--- config.mk ---
export PLATFORM = sky130hd
export DESIGN_NAME = fpm_operand_seq
export DESIGN_NICKNAME = d
export VERILOG_FILES = /design/src/rtl/fpm_pkg.sv /design/src/rtl/fpm_pair_fifo.sv /design/src/rtl/fpm_operand_seq.sv
export SDC_FILE = /design/constraint.sdc
export NUM_CORES = 1
export LEC_CHECK = 0
export ABC_AREA = 1
export CAP_MARGIN = 30
export CORE_ASPECT_RATIO = 1.5
export CORE_MARGIN = 5
export CORE_UTILIZATION = 56
export CTS_CLUSTER_SIZE = 28
export DETAILED_ROUTE_END_ITERATION = 8
export GPL_TIMING_DRIVEN = 0
export PLACE_DENSITY_LB_ADDON = 0.15
export SKIP_CTS_REPAIR_TIMING = 1
export SYNTH_ARGS = -nofsm -noshare
export SYNTH_HDL_FRONTEND = slang
export SYNTH_SLANG_ARGS = --single-unit
--- constraint.sdc ---
create_clock -name clk -period 5.1 [get_ports clk]
set_input_delay 1.02 -clock clk [delete_from_list [all_inputs] [get_ports clk]]
set_output_delay 1.02 -clock clk [all_outputs]
set_load 0.02 [all_outputs]
--- src/rtl/fpm_pkg.sv ---
// fpm_pkg: shared types and constants for the multiplier operand sequencer.
package fpm_pkg;
   typedef enum logic [2:0] {IDLE, SEND_A, SEND_B, WAIT_RES, HOLD_RES} state_t;
   localparam logic [31:0] QNAN = 32'h7FC00000;
   typedef struct packed {
      logic [31:0] a;
      logic [31:0] b;
   } pair_t;
endpackage

--- src/rtl/fpm_pair_fifo.sv ---
// fpm_pair_fifo: synchronous FIFO of operand pairs with occupancy output.
module fpm_pair_fifo
   import fpm_pkg::*;
#(
   parameter int DEPTH = 4
) (
   input  logic                   clk,
   input  logic                   rst,
   input  logic                   i_push,
   input  logic                   i_pop,
   input  pair_t                  i_data,
   output pair_t                  o_data,
   output logic [$clog2(DEPTH):0] o_level
);
   localparam int AW = $clog2(DEPTH);
   pair_t         r_mem [DEPTH];
   logic [AW-1:0] r_wr, r_rd;
   logic [AW:0]   r_level;
   logic          w_push, w_pop;
   assign w_push  = i_push && (r_level != (AW+1)'(DEPTH));
   assign w_pop   = i_pop && (r_level != '0);
   assign o_data  = r_mem[r_rd];
   assign o_level = r_level;
   always_ff @(posedge clk) begin
      if (rst) begin
         r_wr    <= '0;
         r_rd    <= '0;
         r_level <= '0;
      end else begin
         if (w_push) begin
            r_mem[r_wr] <= i_data;
            r_wr        <= r_wr + AW'(1);
         end
         if (w_pop) r_rd <= r_rd + AW'(1);
         r_level <= r_level + (AW+1)'(w_push) - (AW+1)'(w_pop);
      end
   end
endmodule

--- src/rtl/fpm_operand_seq.sv ---
// fpm_operand_seq: queues operand pairs, feeds them A-then-B to the multiplier, holds the product.
// Optional watchdog enabled by defining FPM_SEQ_TIMEOUT_EN.
module fpm_operand_seq
   import fpm_pkg::*;
#(
   parameter int FIFO_DEPTH     = 4,
   parameter int TIMEOUT_CYCLES = 64
) (
   input  logic                        clk,
   input  logic                        rst,
   input  logic [31:0]                 pair_a,
   input  logic [31:0]                 pair_b,
   input  logic                        pair_valid,
   output logic                        pair_ready,
   output logic [31:0]                 number_in,
   output logic                        number_a_valid,
   input  logic                        number_a_ready,
   output logic                        number_b_valid,
   input  logic                        number_b_ready,
   input  logic [31:0]                 number_out,
   input  logic                        result_valid,
   output logic [31:0]                 res_data,
   output logic                        res_valid,
   input  logic                        res_ready,
   output logic                        busy,
   output logic [$clog2(FIFO_DEPTH):0] fifo_level,
   output logic                        timeout_err
);
   localparam int LW = $clog2(FIFO_DEPTH) + 1;
   if (FIFO_DEPTH < 2 || (FIFO_DEPTH & (FIFO_DEPTH - 1)) != 0 || TIMEOUT_CYCLES < 1) begin : g_bad_cfg
      $error("fpm_operand_seq: FIFO_DEPTH must be a power of two >= 2, TIMEOUT_CYCLES >= 1");
   end
   state_t      r_state, w_state_nxt;
   pair_t       w_head;
   logic [31:0] r_a_hold, r_b_hold, r_res_data, w_res_data_nxt;
   logic        r_a_valid, r_b_valid, r_res_valid;
   logic        w_a_valid_nxt, w_b_valid_nxt, w_res_valid_nxt, w_push, w_pop;
`ifdef FPM_SEQ_TIMEOUT_EN
   localparam int CW = $clog2(TIMEOUT_CYCLES + 1);
   logic [CW-1:0] r_cnt;
   logic          r_tmo_err, w_run, w_tmo;
   assign w_run       = r_state inside {SEND_A, SEND_B, WAIT_RES};
   assign w_tmo       = w_run && (r_cnt == CW'(TIMEOUT_CYCLES - 1));
   assign timeout_err = r_tmo_err;
`else
   assign timeout_err = 1'b0;
`endif
   assign pair_ready     = fifo_level != LW'(FIFO_DEPTH);
   assign w_push         = pair_valid && pair_ready;
   assign w_pop          = (r_state == IDLE) && (fifo_level != '0);
   assign busy           = r_state != IDLE;
   assign number_a_valid = r_a_valid;
   assign number_b_valid = r_b_valid;
   assign res_data       = r_res_data;
   assign res_valid      = r_res_valid;
   assign number_in      = (r_state == SEND_A) ? r_a_hold : (r_state == SEND_B) ? r_b_hold : '0;
   fpm_pair_fifo #(.DEPTH(FIFO_DEPTH)) u_fifo (
      .clk     (clk),
      .rst     (rst),
      .i_push  (w_push),
      .i_pop   (w_pop),
      .i_data  ({pair_a, pair_b}),
      .o_data  (w_head),
      .o_level (fifo_level)
   );
   // valid ^ ready: raise after ready is seen, drop on transfer, hold if ready falls meanwhile
   always_comb begin
      w_state_nxt     = r_state;
      w_a_valid_nxt   = r_a_valid;
      w_b_valid_nxt   = r_b_valid;
      w_res_valid_nxt = r_res_valid;
      w_res_data_nxt  = r_res_data;
      case (r_state)
         IDLE:     w_state_nxt = (fifo_level != '0) ? SEND_A : IDLE;
         SEND_A: begin
            w_a_valid_nxt = r_a_valid ^ number_a_ready;
            w_state_nxt   = (r_a_valid && number_a_ready) ? SEND_B : SEND_A;
         end
         SEND_B: begin
            w_b_valid_nxt = r_b_valid ^ number_b_ready;
            w_state_nxt   = (r_b_valid && number_b_ready) ? WAIT_RES : SEND_B;
         end
         WAIT_RES: begin
            w_state_nxt     = result_valid ? HOLD_RES : WAIT_RES;
            w_res_valid_nxt = result_valid;
            w_res_data_nxt  = result_valid ? number_out : r_res_data;
         end
         HOLD_RES: begin
            w_state_nxt     = res_ready ? IDLE : HOLD_RES;
            w_res_valid_nxt = !res_ready;
         end
         default:  w_state_nxt = IDLE;
      endcase
`ifdef FPM_SEQ_TIMEOUT_EN
      if (w_tmo) begin
         w_state_nxt     = HOLD_RES;
         w_res_data_nxt  = QNAN;
         w_res_valid_nxt = 1'b1;
         w_a_valid_nxt   = 1'b0;
         w_b_valid_nxt   = 1'b0;
      end
`endif
   end
   always_ff @(posedge clk) begin
      if (rst) begin
         r_state     <= IDLE;
         r_a_hold    <= '0;
         r_b_hold    <= '0;
         r_a_valid   <= 1'b0;
         r_b_valid   <= 1'b0;
         r_res_valid <= 1'b0;
         r_res_data  <= '0;
      end else begin
         r_state     <= w_state_nxt;
         r_a_valid   <= w_a_valid_nxt;
         r_b_valid   <= w_b_valid_nxt;
         r_res_valid <= w_res_valid_nxt;
         r_res_data  <= w_res_data_nxt;
         if (w_pop) begin
            r_a_hold <= w_head.a;
            r_b_hold <= w_head.b;
         end
      end
   end
`ifdef FPM_SEQ_TIMEOUT_EN
   always_ff @(posedge clk) begin
      if (rst) begin
         r_cnt     <= '0;
         r_tmo_err <= 1'b0;
      end else begin
         r_cnt     <= (!w_run || w_state_nxt != r_state) ? '0 : r_cnt + CW'(1);
         r_tmo_err <= r_tmo_err | w_tmo;
      end
   end
`endif
endmodule
==> Word-level counts from Yosys, hierarchy flattened <==
Memories as Yosys holds them, arrays and structs flattened. A register that Yosys moved wholly into a read port is not among the register bits.
Cells that the tools add are included.
{ "op_classes": {"n_addsub": 4, "n_reduce_logical": 12, "n_bitwise": 2, "n_mux": 12, "n_eq_ne": 5} }
{ "op_table": {"columns": ["op", "count"], "rows": [
  ["2-to-1 mux 32 bit", 2],
  ["one-hot mux 3 bit (5 select lines)", 1],
  ["equality test 3 x 2 -> 1 bit, second input constant", 2],
  ["logical AND 1 bit", 6],
  ["2-to-1 mux 3 bit", 2],
  ["nonzero test 3 bit", 2],
  ["2-to-1 mux 1 bit", 5],
  ["adder 2 x 1 -> 2 bit, second input constant", 2],
  ["adder 3 x 1 -> 3 bit", 1],
  ["equality test 3 x 1 -> 1 bit, second input constant", 1],
  ["equality test 3 bit, second input constant", 1],
  ["zero test 3 bit", 1],
  ["!= test 3 bit, second input constant", 1],
  ["subtractor 3 x 1 -> 3 bit", 1],
  ["2-to-1 mux 2 bit", 1],
  ["one-hot mux 1 bit (2 select lines)", 1],
  ["AND reduction 2 bit", 1],
  ["nonzero test 2 bit", 1],
  ["XOR 1 bit", 2],
  ["zero test 1 bit", 1]
]} }
{ "totals": {"out_inout_bits": 73, "elab_cells": 44, "memories": 1, "ramBits": 256, "register_bits": 45, "input_bits": 103} }
{ "mem_list": {"columns": ["memory", "words", "width", "rd", "rd_clocked_by_memory_dff", "write_ports", "line_no", "text"], "rows": [
  ["u_fifo.r_mem", 4, 64, 1, 1, 1, "fpm_pair_fifo.sv:16", "pair_t r_mem [DEPTH];"]
]} }

==> Longest topological paths before layout <==
Gate-level depths: netlist of the first run.
{ "logic_depth": {"depth_word": 6, "mapped_depth": 13, "depth_no_buf": 11} }

==> By module <==
A second synthesis of the first run with hierarchy kept.
{ "hier_totals": {"hier_cells": 1337, "hier_area_um2": 14612.8} }
{ "modules_own_cells": {"columns": ["mod", "instances", "area_per_inst_um2", "cells_per_inst", "seq_area_each_um2"], "rows": [
  ["fpm_pair_fifo", 1, 9985.8, 685, 7867.5],
  ["fpm_operand_seq", 1, 4626.9, 652, 2042.0]
]} }

==> Worst setup path after synthesis of the first run <==
No wires, ideal clock.
{ "synth_path": {"path_kind": "input-to-reg", "from": "input pair_valid", "to": "memory u_fifo.r_mem[0][0] (netlist bit), enable pin", "arrival_time_ps": 3974, "setup_ps": 486, "n_path_buf": 0, "required_time_ps": 4614, "setup_slack_ps": 640, "stages": 4, "cell_sequence": "nand2_1 -> inv_1 -> nand2_1 -> nor2_1"} }
{ "synth_via": {"elab_chain_cells": 5} }
{ "synth_rtl": {"columns": ["element", "line_no", "text"], "rows": [
  ["from (decl)", "fpm_operand_seq.sv:13", "input logic pair_valid,"],
  ["logical AND 1 bit", "fpm_operand_seq.sv:49", "assign w_push = pair_valid && pair_ready;"],
  ["logical AND 1 bit", "fpm_pair_fifo.sv:20", "assign w_push = i_push && (r_level != (AW+1)'(DEPTH));"],
  ["2-to-1 mux 1 bit", "fpm_pair_fifo.sv:30", "if (w_push) begin"],
  ["2-to-1 mux 1 bit", "fpm_pair_fifo.sv:25", "if (rst) begin"],
  ["2-to-1 mux 1 bit (implied by the code)", "fpm_pair_fifo.sv:31", "r_mem[r_wr] <= i_data;"],
  ["to (decl)", "fpm_pair_fifo.sv:16", null]
]} }
Every way passes these cells.

==> Final worst setup path of the first run <==
{ "layout_path": {"from": "register r_state[2]", "to": "output number_in[23]"} }
{ "layout_via": {"elab_chain_cells": 3, "elab_cells_between_ends": 4, "classes_between": "2 x eq/ne; 2 x mux"} }
{ "layout_rtl": {"columns": ["element", "line_no", "text"], "rows": [
  ["from (decl)", "fpm_operand_seq.sv:33", "state_t r_state, w_state_nxt;"],
  ["from (signal assigned)", "fpm_operand_seq.sv:114", "r_state <= w_state_nxt;"],
  ["equality test 3 x 2 -> 1 bit", "fpm_operand_seq.sv:56", "assign number_in = (r_state == SEND_A) ? r_a_hold : (r_state == SEND_B) ? r_b_hold : '0;"],
  ["2-to-1 mux 32 bit", "fpm_operand_seq.sv:56", null],
  ["2-to-1 mux 32 bit (*)", "fpm_operand_seq.sv:56", null],
  ["to (decl)", "fpm_operand_seq.sv:15", "output logic [31:0] number_in,"]
]} }
Every way passes the cells marked *; elsewhere a longest branch is shown, timed or not.

==> out/qor.csv, run 1 <==
metric;value;unit
IO Port Bufs;174;
post-route cell area;18910;µm²
synth unique cells;26;
max-cap viol count;0;
synthesized flop and latch total;365;
Slew Viols, Final;0;
die footprint;31040;µm²
area share of xor/xnor cells in the synthesized design;0.05676;%
r2r setup slk;2580;ps
Critical Path Start Type;register;
worst min path class;register to register;
Die Ht;213.3;µm
Die Width;145.5;µm
final net count;2029;
crit path time final;3812;ps
worst vdd ir;0.3478;mV
Slew @ Worst Pin;982.7;ps
worst hold endpoint;res_data[7]$_SDFFE_PP0P_;
cell count after synthesis;1698;
Num Clock Sinks;365;
CTS clk-pin slew, worst paths;60;ps
Starting Density;56.69;%
vias in the first global route;11160;
combinational family with the most area after synthesis;simple AND/OR/NAND/NOR gates;
LEAKAGE;8.379;nW
core footprint;27220;µm²
DR pass1 iterations;8;
Worst setup EP type;output port;
commonest non-fill, non-tap cell in the layout;nand2_1;
TritonCTS clock tree;done;
Post-Syn Area per Cell;9.088;µm²
H-tree Lvls;2;
CP max FO;10;
first-pass GRT wire length;59260;µm
share of layout cells above drive strength 1;6.025;%
syn_nets;1810;
reg2reg start;u_fifo.o_level[1]$_SDFF_PP0_;
post-place instance area;17790;µm²
wire per inst;16.71;µm
drt total wl;38160;µm
Clock Skews;16.85;ps
GRT overflow;0;
mapped cell area;15430;µm²
CTS Buf Count;35;
Adder-Cell Fraction of Synth Area;0.7784;%
register area share after synthesis;63.96;%
PD cells;499.9;nW/µm²
IO Pins;176;
Setup WS pre-CTS;1687;ps
gr usage total;24.20;%
Cell Rows;74;
Max Root-Sink Buffers;3;
pin count of the biggest net entering global routing;30;
Slew Limit Headroom;34.33;%
drt drc;0;
vias per inst;5.060;
Initial DRC Count;984;
mux contribution to synthesized area;0;%
Layout area overhead;22.52;%
reg2reg path depth;7;
hold depth;2;
Synth Area in Simple Gates;21.32;%
RSZ-0062 raised after global routing;false;
final setup vio count;0;
Final Hold Viols;0;
post-synthesis compound-gate area fraction;2.595;%
TNS Setup;0;ps
Worst Path Arrival;2790;ps
post-DP HPWL;26610;µm
gp weighted congestion;0.9175;
outcome;completed;
worst-skew pair later-pin latency;520;ps
clock root buffer;clkbuf_16;
initial antenna violation count;0;
Worst Path Required;4080;ps
filler cell count;2106;
crit path kind;register to output port;
crit share post-route;74.75;%
most frequent cells in the layout;527 x nand2_1, 344 x inv_1, 256 x edfxtp_1;
R2R Path End;u_fifo.r_mem[2][36]$_DFFE_PP_;
WHS;461.0;ps
post-route ant nets;0;
Vias;11560;
Hold Path Origin;res_data[7]$_SDFFE_PP0P_;
worst setup margin;1288;ps
Syn. warnings;0;
# diodes;0;
Highest Clock Rate;262.3;MHz
-- flip-flops by register name (all words and copies together) (netlist names) --
signal / count
number_a_valid: 1
u_fifo.r_mem: 256
u_fifo.r_rd: 2
r_state: 3
r_b_hold: 32
res_valid: 1
u_fifo.o_level: 3
r_a_hold: 32
number_b_valid: 1
res_data: 32
u_fifo.r_wr: 2
-- power breakdown --
| group | total (W) | internal, W | switching (W) |
|---|---|---|---|
| clock | 0.00253 | 0.00149 | 0.00105 |
| sequential | 0.00369 | 0.00358 | 0.000113 |
| combinational | 0.00322 | 0.00105 | 0.00217 |
-- Yosys cell counts --
| library cell | n | share of area (%) |
|---|---|---|
| a21oi_1 | 36 | 1.2 |
| buf_1 | 8 | 0.19 |
| buf_2 | 41 | 1.3 |
| buf_4 | 4 | 0.19 |
| buf_6 | 6 | 0.44 |
| clkbuf_1 | 24 | 0.58 |
| conb_1 | 1 | 0.024 |
| dfxtp_1 | 109 | 14 |
| edfxtp_1 | 256 | 50 |
| fa_1 | 1 | 0.13 |
| ha_1 | 8 | 0.65 |
| inv_1 | 344 | 8.4 |
| inv_2 | 3 | 0.073 |
| inv_4 | 2 | 0.081 |
| nand2_1 | 527 | 13 |
| nand2_2 | 1 | 0.041 |
| nand2_4 | 1 | 0.073 |
| nand3_1 | 137 | 4.4 |
| nand3b_1 | 1 | 0.049 |
| nand4_1 | 4 | 0.16 |
| nand4_4 | 1 | 0.14 |
| nor2_1 | 145 | 3.5 |
| nor2_4 | 1 | 0.073 |
| o21ai_0 | 4 | 0.13 |
| o22ai_1 | 32 | 1.3 |
| xor2_1 | 1 | 0.057 |
-- metrics by stage --
stage | instances | utilization, % | total power [W]
floorplan | 1698 | - | 0.005791
global placement | 2214 | 64.66 | 0.006873
detailed placement | 2222 | 65.36 | 0.006947
CTS | 2284 | 69.45 | 0.009472
global route | 2284 | 69.45 | 0.009961
finish | 2284 | 69.45 | 0.009450
-- worst max-delay path, cell delays in order, from the launching register on --
cell             delay, ps
dfxtp_1                370
inv_2                  160
nand3_1                390
buf_2                  330
o22ai_1                330
clkdlybuf4s50_1        690
-- cell families after synthesis --
group           Yosys count
simple gates            818
other cells               1
buf+inv                 432
compound gates           72
fa+ha+maj                 9
flops                   365
xor+xnor                  1
-- metal layers --
metal / global-route usage (%) / part of all wire [%] / vias to the layer above
met2: 42.58 / 50 / 449
met5: 0 / 0 / -
met1: 30.32 / 40 / 5337
li1: - / - / 5676
met3: 3.885 / 6.9 / 96
met4: 9.173 / 3.3 / 0
-- worst max-delay path by stage --
stage	slack, ps	endpoint	start	depth (start not counted)
3_5_place_dp	1690	u_fifo.r_mem[2][32]$_DFFE_PP_	pair_valid	6
5_1_grt	1180	number_in[23]	r_state[2]$_SDFF_PP0_	5
3_3_place_gp	-2180	u_fifo.r_mem[2][32]$_DFFE_PP_	rst	4
4_1_cts	1280	number_in[23]	r_state[2]$_SDFF_PP0_	5
2_1_floorplan	640	u_fifo.r_mem[0][0]$_DFFE_PP_	pair_valid	4
6_report	1290	number_in[23]	r_state[2]$_SDFF_PP0_	5
-- area by class of cell --
type | count | area [µm²] | area share [%]
buffer | 83 | 422.9 | 2.237
clock buffer | 52 | 1022 | 5.407
clock inverter | 10 | 92.59 | 0.4897
inverter | 349 | 1315 | 6.956
multi-input combinational | 901 | 3854 | 20.38
sequential | 365 | 9869 | 52.20
tap | 342 | 427.9 | 2.263
timing repair buffer | 182 | 1902 | 10.06
Note: power is estimated with default switching activity, not from simulation.
==> inputs of run 2 (changes only) <==
Settings changed: CORE_UTILIZATION 56 to 51.
Clock period 5.1 ns to 3.2 ns, I/O delays scaled along.
==> out/qor.csv, run 2 (synthesized netlist as in run 1, its figures left out) <==
metric;value;unit;change
initial antenna violation count;0;;unchanged
max-cap viol count;0;;unchanged
crit path kind;register to output port;;
Worst setup EP type;output port;;
post-route cell area;19180;µm²;+1.5%
Overall Power;0.01533;W;+62%
Die Ht;223.0;µm;+4.6%
CP max FO;10;;unchanged
Final Hold Viols;0;;unchanged
Cell Rows;78;;+5.4%
PD cells;799.1;nW/µm²;+60%
gr usage total;23.04;%;-1.2 points
net switching power figure;0.005395;W;+62%
Worst Path Required;2560;ps;-1520 ps
Net Sw Frac;35.20;%;-0.072 points
Slew Limit Headroom;56.92;%;+23 points
worst-skew pair later-pin latency;530;ps;about the same
filler cell count;2489;;+18%
Die Width;152.0;µm;+4.5%
outcome;completed;;
Layout area overhead;24.31;%;
Slew Viols, Final;0;;unchanged
post-layout util;63.82;%;-5.6 points
RSZ-0062 raised after global routing;true;;
crit path time final;3142;ps;
drt total wl;39570;µm;+3.7%
worst vdd ir;0.4692;mV;+35%
final setup vio count;0;;unchanged
CTS clk-pin slew, worst paths;60;ps;about the same
crit path from;r_state[2]$_SDFF_PP0_;;
Crit path largest cell delay;650;ps;-40 ps
worst setup margin;58.29;ps;-1229 ps
reg2reg start;u_fifo.o_level[1]$_SDFF_PP0_;;
Biggest register;u_fifo.r_mem;;
r2r setup slk;850;ps;-1730 ps
DR pass1 iterations;6;;-2
gp weighted congestion;0.8801;;-4.1%
core footprint;30060;µm²;+10%
most frequent cells in the layout;527 x nand2_1, 344 x inv_1, 256 x edfxtp_1;;
post-DP HPWL;27530;µm;+3.5%
worst min path class;register to register;;
post-place instance area;17900;µm²;+0.60%
H-tree Lvls;2;;unchanged
first-pass GRT wire length;61720;µm;+4.2%
clock root buffer;clkbuf_16;;
Initial DRC Count;736;;-25%
Max Root-Sink Buffers;3;;unchanged
Clock Skews;14.45;ps;-2.400 ps
# diodes;0;;unchanged
Num Clock Sinks;365;;unchanged
final net count;2031;;+0.099%
Starting Density;51.34;%;-5.4 points
sequential power share;38.4;%;-0.7 points
vias per inst;4.884;;-3.5%
Comb pwr share;33.6;%;-0.5 points
IO Pins;176;;unchanged
share of layout cells above drive strength 1;6.838;%;+0.81 points
IO Port Bufs;174;;unchanged
vias in the first global route;11280;;+1.1%
slowest stage cell, crit path;clkdlybuf4s50_1;;
pin count of the biggest net entering global routing;29;;-3.3%
commonest non-fill, non-tap cell in the layout;nand2_1;;
TritonCTS clock tree;done;;
Hold Path Origin;res_data[3]$_SDFFE_PP0P_;;
post-route ant nets;0;;unchanged
max reg flops;256;;unchanged
crit-path cells;inv_2 -> nand3_2 -> buf_2 -> o22ai_2 -> clkdlybuf4s50_1;;
Setup WS pre-CTS;312.2;ps;-1375 ps
CTS Buf Count;36;;+2.9%
GRT overflow;0;;unchanged
Slew @ Worst Pin;646.3;ps;-336.4 ps
wire per inst;16.87;µm;+0.98%
drt drc;0;;unchanged
Vias;11450;;-0.92%
die footprint;33910;µm²;+9.2%
crit share post-route;98.18;%;
Clock power frac;28.0;%;+1.2 points
LEAKAGE;8.864;nW;+5.8%
Critical Path Start Type;register;;
Highest Clock Rate;318.3;MHz;
Pint;0.009933;W;+62%
Worst Path Arrival;2500;ps;-290 ps
run 2: cell count changes in the layout (fill, tap and decap cells not counted), moves of 2 or more:
cell,change
clkdlybuf4s50_1,-24
nand3_2,+2
bufinv_16,+2
dlymetal6s2s_1,+24
nand3_1,-2
clkinv_1,-4
clkinvlp_2,+2
clkbuf_1,-6
buf_16,+2
clkinv_2,+5
clkinvlp_4,+2
run 2: area by class of cell:
type                    instances  area (µm²)  share of cell area [%]
well taps                     400       500.5                   2.609
clock inverters                18       196.4                   1.024
flip-flops and latches        365        9869                   51.45
repair buffers                183        1997                   10.41
plain buffers                  83       422.9                   2.205
inverters                     349        1315                   6.855
clock buffers                  46        1011                   5.270
multi-input cells             901        3870                   20.17
run 2: path summary, 6_finish.rpt:
kind,end,cells after the start
setup / recovery,number_in[18],5
setup reg to reg,u_fifo.r_mem[2][63]$_DFFE_PP_,8
hold / removal,res_data[3]$_SDFFE_PP0P_,2
hold reg to reg,res_data[3]$_SDFFE_PP0P_,2
run 2: power by group through the flow:
| stage | Sequential (W) | Clock, W | Combinational [W] |
|---|---|---|---|
| after detailed placement | 0.00598 | 0 | 0.00513 |
| after global routing | 0.00592 | 0.00456 | 0.00573 |
| after CTS | 0.00588 | 0.00437 | 0.00516 |
| after global placement | 0.00598 | 0 | 0.00501 |
| after floorplan | 0.00597 | 0 | 0.00325 |
| final | 0.00589 | 0.00430 | 0.00514 |
run 2: per-stage QoR:
stage	TNS, ps	hold WS, ps	instances
3_3_place_gp	-476280	451.5	2272
5_1_grt	-0.2340	481.3	2345
4_1_cts	-4228	464.3	2345
3_5_place_dp	0	455.1	2281
6_report	0	462.4	2345
2_1_floorplan	-12070	494.6	1698
run 2: critical path: cells and delay by family (launching register included):
| kind | cells | cell delay, ps |
|---|---|---|
| AOI/OAI and AO/OA | 1 | 240 |
| buffers and inverters | 3 | 1110 |
| DFF | 1 | 370 |
| and+or+nand+nor | 1 | 260 |
run 2: layer usage:
| layer | global-route usage, % | wire length, µm | vias to the layer above |
|---|---|---|---|
| met5 | 0 | 0 | - |
| met4 | 8.416 | 1379 | 0 |
| met3 | 3.998 | 2162 | 79 |
| met2 | 41.93 | 20270 | 357 |
| met1 | 27.29 | 15760 | 5339 |
| li1 | - | - | 5677 |
==> inputs of run 3 (changes only) <==
Settings changed: CORE_UTILIZATION 51 to 50, CTS_CLUSTER_SIZE 28 to 40, SYNTH_HIERARCHICAL set to 1.
==> out/qor.csv, run 3 <==
metric;value;unit;change
synthesized flop and latch total;367;;+0.55%
max reg flops;256;;unchanged
CP max FO;10;;unchanged
Post-Syn Area per Cell;10.93;µm²;+20%
H-tree Lvls;2;;unchanged
CTS Buf Count;35;;-2.8%
reg2reg start;u_fifo/o_level[1]$_SDFF_PP0_;;
IO Port Bufs;173;;-0.57%
worst-skew pair later-pin latency;520;ps;about the same
Layout area overhead;24.75;%;
Cell Rows;76;;-2.6%
post-route cell area;18230;µm²;-5.0%
Num Clock Sinks;367;;+0.55%
R2R Path End;u_fifo/r_mem[1][44]$_DFFE_PP_;;
drt drc;0;;unchanged
Overall Power;0.01556;W;+1.5%
r2r setup slk;240;ps;-610 ps
placed cells;1908;;-16%
most frequent cells in the layout;271 x nor2_1, 256 x edfxtp_1, 150 x nand2_1;;
die footprint;32820;µm²;-3.2%
clock root buffer;clkbuf_16;;
post-synth top area share;52.61;%;+2.8 points
vias per inst;5.358;;+9.7%
worst vdd ir;0.4970;mV;+5.9%
LEAKAGE;6.943;nW;-22%
CTS clk-pin slew, worst paths;60;ps;about the same
register area;9910;µm²;+0.41%
outcome;completed;;
cell count after synthesis;1337;;-21%
Syn. warnings;6;;+6
drt total wl;38080;µm;-3.8%
Hold Path Origin;res_data[2]$_SDFFE_PP0P_;;
max-cap viol count;0;;unchanged
synth unique cells;29;;+12%
PD cells;853.7;nW/µm²;+6.8%
Max Root-Sink Buffers;3;;unchanged
Highest Clock Rate;324.9;MHz;+2.1%
post-route ant nets;0;;unchanged
filler cell count;2308;;-7.3%
reg2reg path depth;8;;unchanged
Vias;10580;;-7.6%
Synth top cells by count;275 x nor2_1, 256 x edfxtp_1, 150 x nand2_1, 111 x dfxtp_1, 101 x o21ai_0;;
post-DP HPWL;26380;µm;-4.2%
Slew @ Worst Pin;924.6;ps;+278.3 ps
post-place instance area;17050;µm²;-4.8%
vias in the first global route;10650;;-5.6%
worst min path class;register to register;;
most frequent cell after synthesis;nor2_1;;
final setup vio count;0;;unchanged
hold depth;2;;unchanged
GRT overflow;0;;unchanged
first-pass GRT wire length;57710;µm;-6.5%
TNS Setup;0;ps;unchanged
gr usage total;22.88;%;-0.16 points
initial antenna violation count;0;;unchanged
Worst Path Arrival;2440;ps;-60 ps
pin count of the biggest net entering global routing;29;;unchanged
crit share post-route;96.19;%;-2.0 points
register area share after synthesis;67.81;%;+3.9 points
IO Pins;176;;unchanged
core footprint;28810;µm²;-4.1%
Post-synth EDFFs;256;;unchanged
crit path time final;3078;ps;-63.55 ps
Starting Density;50.72;%;-0.62 points
Biggest register;u_fifo/r_mem;;
Slew Viols, Final;0;;unchanged
wire per inst;19.29;µm;+14%
area occupied by multi-input gates;3930;µm²;+1.6%
mapped cell area;14610;µm²;-5.3%
Worst setup EP type;output port;;
share of layout cells above drive strength 1;8.217;%;+1.4 points
gp weighted congestion;0.8961;;+1.8%
commonest register cell after synthesis;edfxtp_1;;
RSZ-0062 raised after global routing;false;;
Clock Skews;13.80;ps;-0.6514 ps
Final Hold Viols;0;;unchanged
Slew Limit Headroom;38.21;%;-19 points
commonest non-fill, non-tap cell in the layout;nor2_1;;
slowest stage cell, crit path;clkdlybuf4s50_1;;
Critical Path Start Type;register;;
Die Width;149.6;µm;-1.6%
Async SR Flop Fraction;0;%;unchanged
Crit path largest cell delay;650;ps;about the same
Worst Path Required;2560;ps;about the same
largest area contributor in the netlist;edfxtp_1;;
crit-path cells;buf_2 -> inv_1 -> nand3_2 -> clkbuf_1 -> o21ai_0 -> clkdlybuf4s50_1;;
DR pass1 iterations;5;;-1
Die Ht;219.4;µm;-1.6%
crit path kind;register to output port;;
final net count;1669;;-18%
Non-Filler Instances;1974;;-16%
syn_nets;1449;;-20%
TritonCTS clock tree;done;;
worst hold endpoint;res_data[2]$_SDFFE_PP0P_;;
Initial DRC Count;698;;-5.2%
dominant cells by area after synthesis;edfxtp_1 53%, dfxtp_1 15%, nor2_1 7.1%, nand2_1 3.9%, o21ai_0 3.5%;;
## run 3: changes by cell type after synthesis, moves of 3 or more
cell      change
a21oi_1       +3
buf_2        -16
buf_4         +5
buf_6        +15
clkbuf_2      +4
inv_1       -287
nand2_1     -377
nand3_1      -96
nand3b_1     +65
nor2_1      +130
o21ai_0      +97
o21ai_1      +61
o22ai_1      +32
## run 3: stage by stage
step                hold slack [ps]  worst slack, ps  util (%)
finish                        460.6            121.8     63.27
global route                  477.4            4.184     63.25
CTS                           461.3           -277.9     62.93
detailed placement            451.7           -255.6     59.16
global placement              447.4            -2132     58.45
floorplan                     448.1           -359.7         -
## run 3: how the worst max path moves through the flow
stage	start	end	slack (ps)
global placement	pair_valid	u_fifo/r_mem[3][29]$_DFFE_PP_	-2130
finish	r_state[2]$_SDFF_PP0_	number_in[14]	120
detailed placement	pair_valid	u_fifo/r_mem[1][44]$_DFFE_PP_	-260
CTS	r_state[2]$_SDFF_PP0_	number_in[4]	-280
global route	r_state[2]$_SDFF_PP0_	number_in[25]	4
floorplan	u_fifo/o_level[1]$_SDFF_PP0_	u_fifo/r_mem[0][0]$_DFFE_PP_	-360
## run 3: power by group
group	leakage, nW	total (W)	switching [W]	internal, W
Sequential	3.23	0.00620	0.000364	0.00584
Combinational	3.18	0.00543	0.00341	0.00201
Clock	0.533	0.00394	0.00167	0.00226
Total	6.94	0.0156	0.00545	0.0101
## run 3: cell type report
type                            count  area share [%]
Buffer                             92           3.157
Timing Repair Buffer              183           10.97
Inverter                           62           1.290
Clock buffer                       55           5.786
Tap cell                          390           2.677
Multi-Input combinational cell    816           21.56
Clock inverter                      7          0.1716
Sequential cell                   367           54.36
Antenna cell                        2         0.02746
## run 3: cell families after synthesis
logic type | count (synthesis) | synth area share (%)
other cells | 1 | 0.02566
compound gates | 267 | 9.727
fa+ha+maj | 9 | 0.8220
simple gates | 539 | 16.08
flops | 367 | 67.81
buf+inv | 154 | 5.531
## run 3: metal layers
layer | vias to the layer above | wire, µm | track usage (%) | part of all wire (%)
met2 | 393 | 19140 | 39.50 | 50
li1 | 5076 | - | - | -
met5 | - | 0 | 0 | 0
met1 | 5038 | 15010 | 28.67 | 39
met3 | 70 | 2721 | 3.822 | 7.1
met4 | 0 | 1209 | 9.130 | 3.2
## run 3: worst max-delay path, delay by kind of cell, from the launching register on
| kind | cells | cell delay (ps) |
|---|---|---|
| simple gates | 1 | 210 |
| flops | 1 | 300 |
| buf+inv | 4 | 1230 |
| compound gates | 1 | 190 |
==> edit 1, RTL diff (flow settings as in run 3) <==
Put a register stage on the output `fifo_level`. The value now appears one clock later. The other outputs are not delayed to match.
--- a/src/rtl/fpm_operand_seq.sv
+++ b/src/rtl/fpm_operand_seq.sv
@@ -27,6 +27,8 @@
    output logic                        timeout_err
 );
    localparam int LW = $clog2(FIFO_DEPTH) + 1;
+
+   logic [$clog2(FIFO_DEPTH):0] fifo_level_d;
    if (FIFO_DEPTH < 2 || (FIFO_DEPTH & (FIFO_DEPTH - 1)) != 0 || TIMEOUT_CYCLES < 1) begin : g_bad_cfg
       $error("fpm_operand_seq: FIFO_DEPTH must be a power of two >= 2, TIMEOUT_CYCLES >= 1");
    end
@@ -45,9 +47,9 @@
 `else
    assign timeout_err = 1'b0;
 `endif
-   assign pair_ready     = fifo_level != LW'(FIFO_DEPTH);
+   assign pair_ready     = fifo_level_d != LW'(FIFO_DEPTH);
    assign w_push         = pair_valid && pair_ready;
-   assign w_pop          = (r_state == IDLE) && (fifo_level != '0);
+   assign w_pop          = (r_state == IDLE) && (fifo_level_d != '0);
    assign busy           = r_state != IDLE;
    assign number_a_valid = r_a_valid;
    assign number_b_valid = r_b_valid;
@@ -61,7 +63,7 @@
       .i_pop   (w_pop),
       .i_data  ({pair_a, pair_b}),
       .o_data  (w_head),
-      .o_level (fifo_level)
+      .o_level (fifo_level_d)
    );
    // valid ^ ready: raise after ready is seen, drop on transfer, hold if ready falls meanwhile
    always_comb begin
@@ -71,7 +73,7 @@
       w_res_valid_nxt = r_res_valid;
       w_res_data_nxt  = r_res_data;
       case (r_state)
-         IDLE:     w_state_nxt = (fifo_level != '0) ? SEND_A : IDLE;
+         IDLE:     w_state_nxt = (fifo_level_d != '0) ? SEND_A : IDLE;
          SEND_A: begin
             w_a_valid_nxt = r_a_valid ^ number_a_ready;
             w_state_nxt   = (r_a_valid && number_a_ready) ? SEND_B : SEND_A;
@@ -133,4 +135,8 @@
       end
    end
 `endif
+   always_ff @(posedge clk) begin
+      fifo_level <= fifo_level_d;
+   end
+
 endmodule
Function: changed (a bounded check fails within 4 cycles, from zero or initial values and one cycle with rst high).
==> edit 1 against run 3 <==
Sequential cell count is 3 higher. Total power is 0.57% higher. Count of clock-buffer cells in the layout is 2 lower. Synthesized area is 0.41% higher. Maximum frequency is 0.90% lower. Highest routed layer is now met5. Setup slack worse by 0.028 ns. Routed wire length hardly changed. Cell area is 0.32% higher.
==> edit 1: results (changes against run 3) <==
metric	value	unit	change
slowest_cell_delay_on_critical_path	0.66	ns	
run_status	complete, no violations		
fraction_of_layout_cells_with_a_size_suffix_above_1	8.13	%	-0.089 points
dpl.hpwl	26900	um	+1.9%
worst_skew_pair.late_latency	0.52	ns	about the same
share_of_async_settable_or_async_resettable_flops_after_synthesis	0	%	unchanged
synth_warnings	6		unchanged
first_pass_iters	5		unchanged
h-tree-depth	2		unchanged
place.gp.congestion	0.886		-1.1%
routedWlPerCell	19.3	um	about the same
min_path_type	reg -> reg		
buffer_ports.inserted	173		unchanged
n_antenna_cell	0		-2
ys_seq_area_share	67.9	%	+0.13 points
route.vias.total	10617		+0.38%
critical-path-slowest-cell	sky130_fd_sc_hd__clkdlybuf4s50_1		
yosys.cell_types.count	31		+6.9%
global_route.usage.total	22.9	%	about the same
postSynthNetCount	1452		+0.21%
worst-path-max-fanout	10		unchanged
cp_top_family	buffers and inverters		
ys_top_cells_by_count	275 x sky130_fd_sc_hd__nor2_1, 256 x sky130_fd_sc_hd__edfxtp_1, 149 x sky130_fd_sc_hd__nand2_1, 114 x sky130_fd_sc_hd__dfxtp_1, 101 x sky130_fd_sc_hd__o21ai_0		
worst_slew_margin_rel	46.0	%	+7.8 points
drt_iter0_drc	659		-5.6%
wire_length_of_the_first_global_routing_pass	57600	um	-0.20%
largest_reg_by_ff_count	u_fifo/r_mem		
grt_max_degree	27		-6.9%
clkTransAtPathRegs	0.06	ns	about the same
largest_reg_flops	256		unchanged
final_net_count	1673		+0.24%
tritoncts_buffers	36		+2.9%
ctsLongestPathBuffers	3		unchanged
clock_tree.root_cell	sky130_fd_sc_hd__clkbuf_16		
power.leakage	6.97	nW	+0.40%
synth-edff-count	256		unchanged
cp.arrival	2.47	ns	+0.03 ns
timing.clock.skew	0.0156	ns	+0.00185 ns
detail_route.drc_violations	0		unchanged
synthTopCellsByArea	sky130_fd_sc_hd__edfxtp_1 52%, sky130_fd_sc_hd__dfxtp_1 16%, sky130_fd_sc_hd__nor2_1 7.0%, sky130_fd_sc_hd__nand2_1 3.8%, sky130_fd_sc_hd__o21ai_0 3.4%		
dominantRegCellSynth	sky130_fd_sc_hd__edfxtp_1		
maximum_vdd_drop	365	uV	-27%
first_global_vias	10314		-3.1%
grt_antenna_before_repair	1		+1
## edit 1: cell types whose count changed in the layout (fill, tap and decap cells not counted), moves of 2 or more
cell,run 3,this run
sky130_fd_sc_hd__buf_12,5,8
sky130_fd_sc_hd__buf_16,3,0
sky130_fd_sc_hd__buf_2,25,27
sky130_fd_sc_hd__buf_4,11,8
sky130_fd_sc_hd__bufinv_16,0,2
sky130_fd_sc_hd__clkbuf_1,36,39
sky130_fd_sc_hd__clkbuf_8,4,2
sky130_fd_sc_hd__clkinv_1,4,6
sky130_fd_sc_hd__dfxtp_1,111,114
sky130_fd_sc_hd__diode_2,2,0
## edit 1: power by group
| group | switching (mW) | internal [mW] | total, mW |
|---|---|---|---|
| sequential | 0.354 | 5.89 | 6.24 |
| combinational | 3.38 | 2.00 | 5.37 |
| clock | 1.70 | 2.34 | 4.04 |
| total | 5.43 | 10.2 | 15.7 |
## edit 1: metal layers
metal  GRT usage (%)  wire (um)  up-vias  part of all wire, %
li1                -          -     5075                    -
met1            27.8      14700     5096                   39
met2            40.6      19500      377                   51
met3            4.18       2620       67                  6.9
met4            8.27       1230        2                  3.2
met5               0         13        -                0.034
## edit 1: path summary, 6_finish.rpt
kind / from / endpoint / slack (ns) / depth (start not counted)
max: r_state[0] / number_in[12] / 0.09 / 6
min: u_fifo/o_level[0] / fifo_level[0] / 0.38 / 0
max reg2reg: u_fifo/o_level[1] / u_fifo/o_level[2] / 0.29 / 14
min reg2reg: u_fifo/o_level[0] / fifo_level[0] / 0.38 / 0
## edit 1: cell families (layout without fill, tap and decap cells)
kind of cell	count (synthesis)	in the layout	synth area share, %
other	1	1	0.0256
flip-flops	370	370	67.9
adder cells (fa/ha/maj)	9	9	0.819
AND/OR/NAND/NOR	539	539	16.1
AO/OA/AOI/OAI	267	267	9.69
buffers and inverters	154	401	5.46
## edit 1: area by class of cell
type	count	area [um2]
multi-input combinational	816	3940
timing repair buffer	183	1980
fill	2344	10500
tap	390	488
clock inverter	11	101
buffer	92	569
clock buffer	53	1010
inverter	62	235
sequential	370	9970
## edit 1: metrics by stage
step	std cells	cell area, um2	hold slack (ns)	util (%)	setup WS [ns]
floorplan	1340	14700	0.364	-	-0.210
global placement	1903	16900	0.371	58.7	-2.12
detailed placement	1911	17100	0.372	59.3	-0.141
CTS	1975	18200	0.381	63.1	-0.263
global route	1977	18300	0.393	63.5	-0.00868
finish	1977	18300	0.381	63.5	0.0938
==> edit 2, RTL diff (settings of run 3) <==
Without the edit above. Change the parameter `FIFO_DEPTH` from 4 to 2.
--- a/src/rtl/fpm_operand_seq.sv
+++ b/src/rtl/fpm_operand_seq.sv
@@ -3,7 +3,7 @@
 module fpm_operand_seq
    import fpm_pkg::*;
 #(
-   parameter int FIFO_DEPTH     = 4,
+   parameter int FIFO_DEPTH     = 2,
    parameter int TIMEOUT_CYCLES = 64
 ) (
    input  logic                        clk,
Interface: changed (resized fifo_level); port bits go from 176 to 175. No check against the original RTL was run, so the function may have changed too.
==> edit 2 against run 3 <==
Total power decreased by 38%. Worst hold slack improved by 0.0020 ns. Via count decreased by 39%. Setup slack improved by 0.019 ns. Synthesized area shrank 35%. Combinational power fell by 41%. Critical path depth fell by 1. Cell area down 31%. Sequential cell count fell by 132. Routed wire length fell by 46%. Clock power fell by 33%. Count of clock-buffer cells in the layout is 30 lower. Critical path type unchanged. Largest power group unchanged. Highest routed layer unchanged.
==> edit 2: results (changes against run 3) <==
metric	value	unit	change
worst_pin_slew	0.554	ns	-0.371 ns
synthTopCellsByArea	sky130_fd_sc_hd__edfxtp_1 40%, sky130_fd_sc_hd__dfxtp_1 22%, sky130_fd_sc_hd__mux2_4 9.5%, sky130_fd_sc_hd__nand2_1 7.1%, sky130_fd_sc_hd__nor2_1 5.4%		
first_global_vias	6336		-41%
gr-usage-met2	34.4	%	-5.1 points
timing.clock.skew	0.0113	ns	-0.00253 ns
mostFrequentLayoutCell	sky130_fd_sc_hd__nand2_1		
placed_area	11700	um2	-31%
tritoncts_buffers	23		-34%
run_status	complete, no violations		
h-tree-depth	1		-1
pre_cts_slack	0.0177	ns	+0.273 ns
fraction_of_layout_cells_with_a_size_suffix_above_1	14.1	%	+5.9 points
maximum_frequency_from_static_timing_analysis	327	MHz	+0.64%
post-place-cells	1310		-31%
largest_reg_flops	128		-50%
ys_top_cells_by_count	181 x sky130_fd_sc_hd__nand2_1, 137 x sky130_fd_sc_hd__nor2_1, 128 x sky130_fd_sc_hd__edfxtp_1, 107 x sky130_fd_sc_hd__dfxtp_1, 83 x sky130_fd_sc_hd__inv_1		
viasPerCell	4.76		-11%
route.vias.total	6447		-39%
ys_seq_area_share	62.8	%	-5.0 points
met1_usage	21.2	%	-7.5 points
final_net_count	1186		-29%
worst_skew_pair.late_latency	0.50	ns	-0.02 ns
buffer_ports.inserted	172		-0.58%
timing.hold.worst.start	res_data[5]		
globalRouteMet3Util	3.44	%	-0.38 points
wire_length_of_the_first_global_routing_pass	31700	um	-45%
yosys.cell_types.count	26		-10%
place.gp.congestion	0.795		-11%
drt_iter0_drc	224		-68%
grt_max_degree	32		+10%
postSynthNetCount	983		-32%
global_route.usage.total	18.3	%	-4.5 points
cp.arrival	2.42	ns	-0.02 ns
post_synthesis_cell_count	877		-34%
power.leakage	4.95	nW	-29%
routedWlPerCell	15.1	um	-22%
maximum_vdd_drop	484	uV	-2.7%
dpl.hpwl	14800	um	-44%
critical-path-slowest-cell	sky130_fd_sc_hd__clkdlybuf4s50_1		
timing.rr.start	u_fifo/o_level[0]		
swShare	30.9	%	-4.1 points
synth-edff-count	128		-50%
## edit 2: cell types whose count changed after synthesis, moves of 32 or more
cell	run 3	this run
sky130_fd_sc_hd__edfxtp_1	256	128
sky130_fd_sc_hd__mux2_4	0	60
sky130_fd_sc_hd__nand3b_1	66	0
sky130_fd_sc_hd__nor2_1	275	137
sky130_fd_sc_hd__o21ai_0	101	3
sky130_fd_sc_hd__o21ai_1	61	0
sky130_fd_sc_hd__o22ai_1	64	32
## edit 2: cell type report
type,count,area [um2]
buffer,51,380
clock buffer,25,593
clock inverter,17,155
fill,1527,6420
inverter,84,315
multi-input combinational,507,2880
sequential,235,5990
tap,256,320
timing repair buffer,178,1880
## edit 2: worst paths after layout
kind / depth (start not counted) / slack (ns) / to
setup reg to reg: 7 / 1.12 / u_fifo/r_mem[1][2]
setup / recovery: 5 / 0.14 / number_in[12]
hold reg to reg: 2 / 0.46 / res_data[5]
hold / removal: 2 / 0.46 / res_data[5]
## edit 2: cell families after synthesis
family,count (synthesis),synth area share [%]
multiplexers,64,9.93
buffers and inverters,135,7.30
AO/OA/AOI/OAI,73,4.31
flip-flops,235,62.8
other,1,0.0393
AND/OR/NAND/NOR,366,15.2
adder cells (fa/ha/maj),3,0.394
## edit 2: metal layers
layer / wire length, um / part of all wire (%)
met3: 1330 / 6.5
met5: 0 / 0
met4: 397 / 1.9
met2: 10900 / 53
met1: 7860 / 38
## edit 2: power by group through the flow
stage	combinational (mW)	sequential [mW]	clock, mW
after global routing	3.57	3.86	2.83
after CTS	3.25	3.83	2.70
after detailed placement	3.23	3.89	0
after global placement	3.14	3.89	0
after floorplan	2.30	3.89	0
final	3.21	3.82	2.63
